## src/rtl/uba_intack.sv

```systemverilog
// uba_intack: UBA interrupt-acknowledge arbiter; grants one device request and returns its vector
//   busACKI/busPI         : CPU vector-read request and PI level being acknowledged
//   statPIH/statPIL       : PI levels assigned to BR7/BR6 and BR5/BR4 requests
//   devINTR/devACKO       : per-device BR7..BR4 requests and one-hot grant
//   devVECTV/devVECT      : per-device vector strobe and vector
//   busACKO/busVECT/busTMO: completion pulse, returned vector, no-vector timeout flag
module uba_intack #(
  parameter int TIMEOUT = 63
) (
  input  logic        clk,
  input  logic        rst,
  input  logic        busACKI,
  input  logic [2:0]  busPI,
  input  logic [2:0]  statPIH,
  input  logic [2:0]  statPIL,
  input  logic [7:4]  devINTR  [1:4],
  output logic [7:4]  devACKO  [1:4],
  input  logic        devVECTV [1:4],
  input  logic [15:0] devVECT  [1:4],
  output logic        busACKO,
  output logic [15:0] busVECT,
  output logic        busTMO
);
  typedef enum logic [1:0] {IDLE = 2'd0, GRANT = 2'd1, DONE = 2'd2} state_t;
  state_t      state_q, state_d;
  logic [7:0]  cnt_q, cnt_d;
  logic [2:0]  gdev_q, gdev_d, gbr_q, gbr_d, win_dev, win_br;
  logic        tmo_q, tmo_d, hi_any, lo_any, hi_m, lo_m, found, gnt_v;
  logic [15:0] vect_q, vect_d, gnt_vect;
  // Winner search: high class beats low class, higher BR first, then lowest device index
  always_comb begin
    hi_any  = 1'b0;
    lo_any  = 1'b0;
    found   = 1'b0;
    win_dev = 3'd1;
    win_br  = 3'd4;
    for (int d = 1; d <= 4; d++) begin
      hi_any = hi_any | devINTR[d][7] | devINTR[d][6];
      lo_any = lo_any | devINTR[d][5] | devINTR[d][4];
    end
    hi_m = (busPI != 3'd0) && (statPIH == busPI) && hi_any;
    lo_m = !hi_m && (busPI != 3'd0) && (statPIL == busPI) && lo_any;
    for (int b = 7; b >= 4; b--)
      for (int d = 1; d <= 4; d++)
        if (!found && ((hi_m && b >= 6) || (lo_m && b <= 5)) && devINTR[d][b]) begin
          found   = 1'b1;
          win_dev = 3'(d);
          win_br  = 3'(b);
        end
  end
  // Only the latched granted device's strobe is observed
  always_comb begin
    gnt_v    = 1'b0;
    gnt_vect = 16'h0;
    for (int d = 1; d <= 4; d++)
      if (gdev_q == 3'(d)) begin
        gnt_v    = devVECTV[d];
        gnt_vect = devVECT[d];
      end
  end
  always_ff @(posedge clk) begin
    if (rst) begin
      state_q <= IDLE;
      cnt_q   <= 8'd0;
      gdev_q  <= 3'd1;
      gbr_q   <= 3'd4;
      tmo_q   <= 1'b0;
      vect_q  <= 16'h0;
    end else begin
      state_q <= state_d;
      cnt_q   <= cnt_d;
      gdev_q  <= gdev_d;
      gbr_q   <= gbr_d;
      tmo_q   <= tmo_d;
      vect_q  <= vect_d;
    end
  end
  always_comb begin
    state_d = IDLE;
    cnt_d   = cnt_q;
    gdev_d  = gdev_q;
    gbr_d   = gbr_q;
    tmo_d   = tmo_q;
    vect_d  = vect_q;
    case (state_q)
      IDLE: if (busACKI && found) begin
        state_d = GRANT;
        cnt_d   = 8'd0;
        gdev_d  = win_dev;
        gbr_d   = win_br;
      end
      GRANT: begin
        cnt_d = cnt_q + 8'd1;
        if (gnt_v) begin
          state_d = DONE;
          tmo_d   = 1'b0;
          vect_d  = gnt_vect;
        end else if (cnt_d == 8'(TIMEOUT)) begin
          state_d = DONE;
          tmo_d   = 1'b1;
          vect_d  = 16'h0;
        end else
          state_d = GRANT;
      end
      default: state_d = IDLE;
    endcase
  end
  always_comb begin
    busACKO = (state_q == DONE);
    busTMO  = (state_q == DONE) && tmo_q;
    busVECT = vect_q;
    for (int d = 1; d <= 4; d++)
      for (int b = 4; b <= 7; b++)
        devACKO[d][b] = (state_q == GRANT) && (gdev_q == 3'(d)) && (gbr_q == 3'(b));
  end
endmodule

```

## config.mk

```make
export PLATFORM = sky130hd
export DESIGN_NAME = uba_intack
export DESIGN_NICKNAME = d
export VERILOG_FILES = /design/src/rtl/uba_intack.sv
export SDC_FILE = /design/constraint.sdc
export NUM_CORES = 1
export LEC_CHECK = 0
export CAP_MARGIN = 40
export CORE_UTILIZATION = 43
export DETAILED_ROUTE_END_ITERATION = 6
export GPL_TIMING_DRIVEN = 0
export PLACE_DENSITY = 0.95
export SYNTH_ARGS = -nofsm -noshare
export SYNTH_HDL_FRONTEND = slang
export SYNTH_SLANG_ARGS = --single-unit
```

## constraint.sdc

```tcl
create_clock -name clk -period 5.6 [get_ports clk]
set_clock_uncertainty 0.05 [all_clocks]
set_input_delay 1.12 -clock clk [delete_from_list [all_inputs] [get_ports clk]]
set_output_delay 1.12 -clock clk [all_outputs]
set_load 0.005 [all_outputs]
```

==> flow_summary.html <==
<table>
<tr><th>Metric</th><th>Value</th></tr>
<tr><th colspan="2">Logic synthesis</th></tr>
<tr><td>Most frequent cells after synthesis</td><td>32 x sky130_fd_sc_hd__dfxtp_1, 26 x sky130_fd_sc_hd__nand2_1, 25 x sky130_fd_sc_hd__nor2_1, 23 x sky130_fd_sc_hd__a21oi_1, 22 x sky130_fd_sc_hd__inv_1</td></tr>
<tr><td>Post-Syn Area per Cell</td><td>8.05 µm²</td></tr>
<tr><td>Cell types occupying the most area after synthesis</td><td>sky130_fd_sc_hd__dfxtp_1 26%, sky130_fd_sc_hd__mux2_2 7.3%, sky130_fd_sc_hd__o32ai_2 6.6%, sky130_fd_sc_hd__a21oi_1 4.7%, sky130_fd_sc_hd__nand3b_1 4.6%</td></tr>
<tr><td>Flop and latch count out of synthesis</td><td>32</td></tr>
<tr><td>Post-synthesis sequential area ratio</td><td>25.9%</td></tr>
<tr><td>Instance count of the mapped netlist</td><td>307</td></tr>
<tr><td>Post-synth top area share</td><td>25.9%</td></tr>
<tr><td>Syn_nets</td><td>405</td></tr>
<tr><td>Number of enable-type register cells in the synthesized netlist</td><td>0</td></tr>
<tr><td>YS warnings</td><td>0</td></tr>
<tr><td>Most repeated cell in the gate-level netlist after synthesis</td><td>sky130_fd_sc_hd__dfxtp_1</td></tr>
<tr><td>Share of async-settable or async-resettable flops after synthesis</td><td>0%</td></tr>
<tr><td>Cell variety after synth</td><td>52</td></tr>
<tr><td>Cell area after synthesis</td><td>0.00247 mm²</td></tr>
<tr><td>Most used DFF post-synth</td><td>sky130_fd_sc_hd__dfxtp_1</td></tr>
<tr><td>Top cell type by total area after synthesis</td><td>sky130_fd_sc_hd__dfxtp_1</td></tr>
<tr><th colspan="2">STA</th></tr>
<tr><td>Final setup TNS</td><td>0 ns</td></tr>
<tr><td>Worst Max-Slew Pin Slew</td><td>0.745 ns</td></tr>
<tr><td>Time the worst path needs with I/O delays and setup</td><td>3.72 ns</td></tr>
<tr><td>Slew margin rel.</td><td>50.3%</td></tr>
<tr><td>Fin. Hold Viols</td><td>0</td></tr>
<tr><td>Final setup fails</td><td>0</td></tr>
<tr><td>Max-slew violation total from the final report</td><td>0</td></tr>
<tr><td>RSZ-0062 raised after global routing</td><td>no</td></tr>
<tr><td>Least setup slack across all paths after layout</td><td>1.88 ns</td></tr>
<tr><td>Worst hold slack after final layout</td><td>0.429 ns</td></tr>
<tr><td>Crit share post-route</td><td>66.5%</td></tr>
<tr><td>Max Fclk</td><td>0.269 GHz</td></tr>
<tr><th colspan="2">Place</th></tr>
<tr><td>Post-DP HPWL</td><td>6660 µm</td></tr>
<tr><td>Gpl congestion</td><td>0.889</td></tr>
<tr><td>IO buf count</td><td>129</td></tr>
<tr><td>Place WS</td><td>2.19 ns</td></tr>
<tr><th colspan="2">Global routing</th></tr>
<tr><td>Largest net degree at the start of global routing</td><td>11</td></tr>
<tr><td>Number of global-route vias before repair</td><td>2,926</td></tr>
<tr><td>Overall global routing resource usage</td><td>29.1%</td></tr>
<tr><td>Number of antenna violations at the first check in global routing</td><td>0</td></tr>
<tr><td>Overall overflow remaining after global route</td><td>0</td></tr>
<tr><td>Wire length of the first global-routing pass</td><td>13,900 µm</td></tr>
<tr><th colspan="2">Floorplanning</th></tr>
<tr><td>Die extent in x</td><td>77.8 µm</td></tr>
<tr><td>Number of top-level pins</td><td>130</td></tr>
<tr><td>Core Area</td><td>0.00551 mm²</td></tr>
<tr><td>FP Rows</td><td>27</td></tr>
<tr><td>Die Y</td><td>77.8 µm</td></tr>
<tr><td>Effective utilization at floorplan</td><td>44.9%</td></tr>
<tr><td>Die area</td><td>0.00605 mm²</td></tr>
<tr><th colspan="2">Clock network</th></tr>
<tr><td>CTS clk-pin slew, worst paths</td><td>0.06 ns</td></tr>
<tr><td>Max Buffers Root-to-Sink</td><td>2</td></tr>
<tr><td>Clock buffers created by TritonCTS</td><td>5</td></tr>
<tr><td>Cell chosen for the clock root</td><td>sky130_fd_sc_hd__clkbuf_8</td></tr>
<tr><td>CTS sink count</td><td>32</td></tr>
<tr><td>Maximum level of the CTS H-tree</td><td>2</td></tr>
<tr><td>Clock tree from TritonCTS</td><td>done</td></tr>
<tr><td>PostCTS Resize Cnt</td><td>0</td></tr>
<tr><td>Buffers inserted by post-CTS timing repair</td><td>0</td></tr>
<tr><td>Hold buffer count at CTS</td><td>0</td></tr>
<tr><td>Skew-Pair Late Insertion Delay</td><td>0.29 ns</td></tr>
<tr><th colspan="2">Final layout</th></tr>
<tr><td>Antenna diode count</td><td>0</td></tr>
<tr><td>Fraction of layout instances using a drive strength above 1</td><td>11.5%</td></tr>
<tr><td>Number of nets in the final layout</td><td>541</td></tr>
<tr><td>Synth-to-layout area growth</td><td>59.8%</td></tr>
<tr><td>Number of filler instances in the final layout</td><td>409</td></tr>
<tr><th colspan="2">Detailed routing</th></tr>
<tr><td>Routed Wire Length</td><td>8670 µm</td></tr>
<tr><td>Detail-routed net length per standard cell</td><td>16.8 µm</td></tr>
<tr><td>DRC marker count from the first detailed-route iteration</td><td>274</td></tr>
<tr><td>Total vias in the final route</td><td>3,052</td></tr>
<tr><td>Count of nets left with antenna violations after detail routing</td><td>0</td></tr>
<tr><td>Drt via density</td><td>5.93</td></tr>
<tr><td>Final routed DRC violation total</td><td>0</td></tr>
<tr><td>Initial DRT Pass Iterations</td><td>6</td></tr>
<tr><th colspan="2">Pwr</th></tr>
<tr><td>Comb power frac</td><td>35.2%</td></tr>
<tr><td>Switching share of total power</td><td>29.8%</td></tr>
<tr><td>Psw</td><td>0.198 mW</td></tr>
<tr><td>Ratio of total power to cell area</td><td>168 mW/mm²</td></tr>
<tr><td>Sequential share of power</td><td>35.9%</td></tr>
<tr><td>Cell-internal power</td><td>0.467 mW</td></tr>
<tr><td>Static Leakage</td><td>1.33 nW</td></tr>
<tr><td>Highest ir drop seen on vdd</td><td>0.0000885 V</td></tr>
<tr><td>Share of power burned in the clock network</td><td>28.9%</td></tr>
<tr><th colspan="2">Flow run</th></tr>
<tr><td>Number of violations of the max-capacitance limit</td><td>0</td></tr>
<tr><th colspan="2">Critical path</th></tr>
<tr><td>Worst Path Arrival</td><td>2.55 ns</td></tr>
<tr><td>Type of the worst setup path</td><td>reg -&gt; out</td></tr>
<tr><td>CP startpoint kind</td><td>flop</td></tr>
<tr><td>Worst-path fanout max</td><td>10</td></tr>
<tr><td>Crit path capture type</td><td>output pin</td></tr>
<tr><td>Req. time, crit path</td><td>4.43 ns</td></tr>
<tr><th colspan="2">Hold path</th></tr>
<tr><td>Worst Hold Class</td><td>reg -&gt; reg</td></tr>
<tr><th colspan="2">Run status</th></tr>
<tr><td>Outcome</td><td>complete, no violations</td></tr>
</table>
## power groups by stage
stage | Sequential, mW | Clock [mW] | Combinational, mW
after floorplan | 0.243 | 0 | 0.119
after global placement | 0.244 | 0 | 0.221
after detailed placement | 0.244 | 0 | 0.227
after CTS | 0.239 | 0.191 | 0.230
after global routing | 0.240 | 0.200 | 0.250
final | 0.239 | 0.192 | 0.234
## worst max-delay path, cell delays in order, from the launching register on
cell	delay, ns
sky130_fd_sc_hd__dfxtp_1	0.32
sky130_fd_sc_hd__buf_6	0.18
sky130_fd_sc_hd__clkbuf_1	0.40
sky130_fd_sc_hd__clkbuf_1	0.39
sky130_fd_sc_hd__nand4_1	0.25
sky130_fd_sc_hd__nor3_1	0.19
sky130_fd_sc_hd__clkdlybuf4s50_1	0.54
## cell usage in the layout (no fill, tap or decap), types with 10 or more instances in the layout
cell	instances
sky130_fd_sc_hd__clkdlybuf4s50_1	129
sky130_fd_sc_hd__dfxtp_1	32
sky130_fd_sc_hd__nand2_1	26
sky130_fd_sc_hd__nor2_1	25
sky130_fd_sc_hd__a21oi_1	23
sky130_fd_sc_hd__inv_1	22
sky130_fd_sc_hd__mux2_2	16
sky130_fd_sc_hd__nand3b_1	15
sky130_fd_sc_hd__o22ai_1	15
sky130_fd_sc_hd__clkbuf_1	13
sky130_fd_sc_hd__nor3_1	11
sky130_fd_sc_hd__o32ai_2	10
## final timing paths
path	start	to	slack, ns	depth (start not counted)
max	gdev_q[1]$_SDFFE_PP0P_	devACKO[4]	1.88	6
min	busVECT[5]$_SDFFE_PP0P_	busVECT[5]$_SDFFE_PP0P_	0.43	2
max reg2reg	cnt_q[1]$_SDFFE_PP0P_	busVECT[11]$_SDFFE_PP0P_	3.31	7
min reg2reg	busVECT[5]$_SDFFE_PP0P_	busVECT[5]$_SDFFE_PP0P_	0.43	2
## per-layer routing
layer,routed length [µm],global-route usage [%],share of wire [%],up-vias
met2,4380,52.0,51,191
met1,3460,34.9,40,1413
met5,0,0,0,-
li1,-,-,-,1420
met4,253,12.1,2.9,0
met3,578,3.53,6.7,28
## cells by family (layout without fill, tap and decap cells)
family	after synthesis	after routing	synth area share, %
flip-flops	32	32	25.9
buffers and inverters	43	179	7.54
multiplexers	17	17	7.90
adder cells (fa/ha/maj)	2	2	1.01
AO/OA/AOI/OAI	94	94	30.2
XOR/XNOR	8	8	2.84
AND/OR/NAND/NOR	111	111	24.6
## metrics by stage
step	instances	area [µm²]	total power, mW	utilization, %
3_3_place_gp	508	3850	0.465	70.0
4_1_cts	515	3950	0.659	71.7
2_1_floorplan	307	2470	0.362	-
3_5_place_dp	508	3850	0.471	70.0
6_report	515	3950	0.665	71.7
5_1_grt	515	3950	0.690	71.7
## cell type report
class | instances | area [µm²] | area share (%)
repair buffers | 129 | 1290 | 32.7
multi-input cells | 232 | 1640 | 41.6
flip-flops and latches | 32 | 641 | 16.2
clock buffers | 7 | 96.3 | 2.44
plain buffers | 21 | 104 | 2.63
well taps | 72 | 90.1 | 2.28
inverters | 22 | 82.6 | 2.09
## sequential cells by signal, indices dropped and copies added (netlist names)
| name | flops |
|---|---|
| busVECT | 16 |
| tmo_q | 1 |
| cnt_q | 8 |
| gbr_q | 2 |
| gdev_q | 3 |
| state_q | 2 |
(Power assumes the default switching activity.)
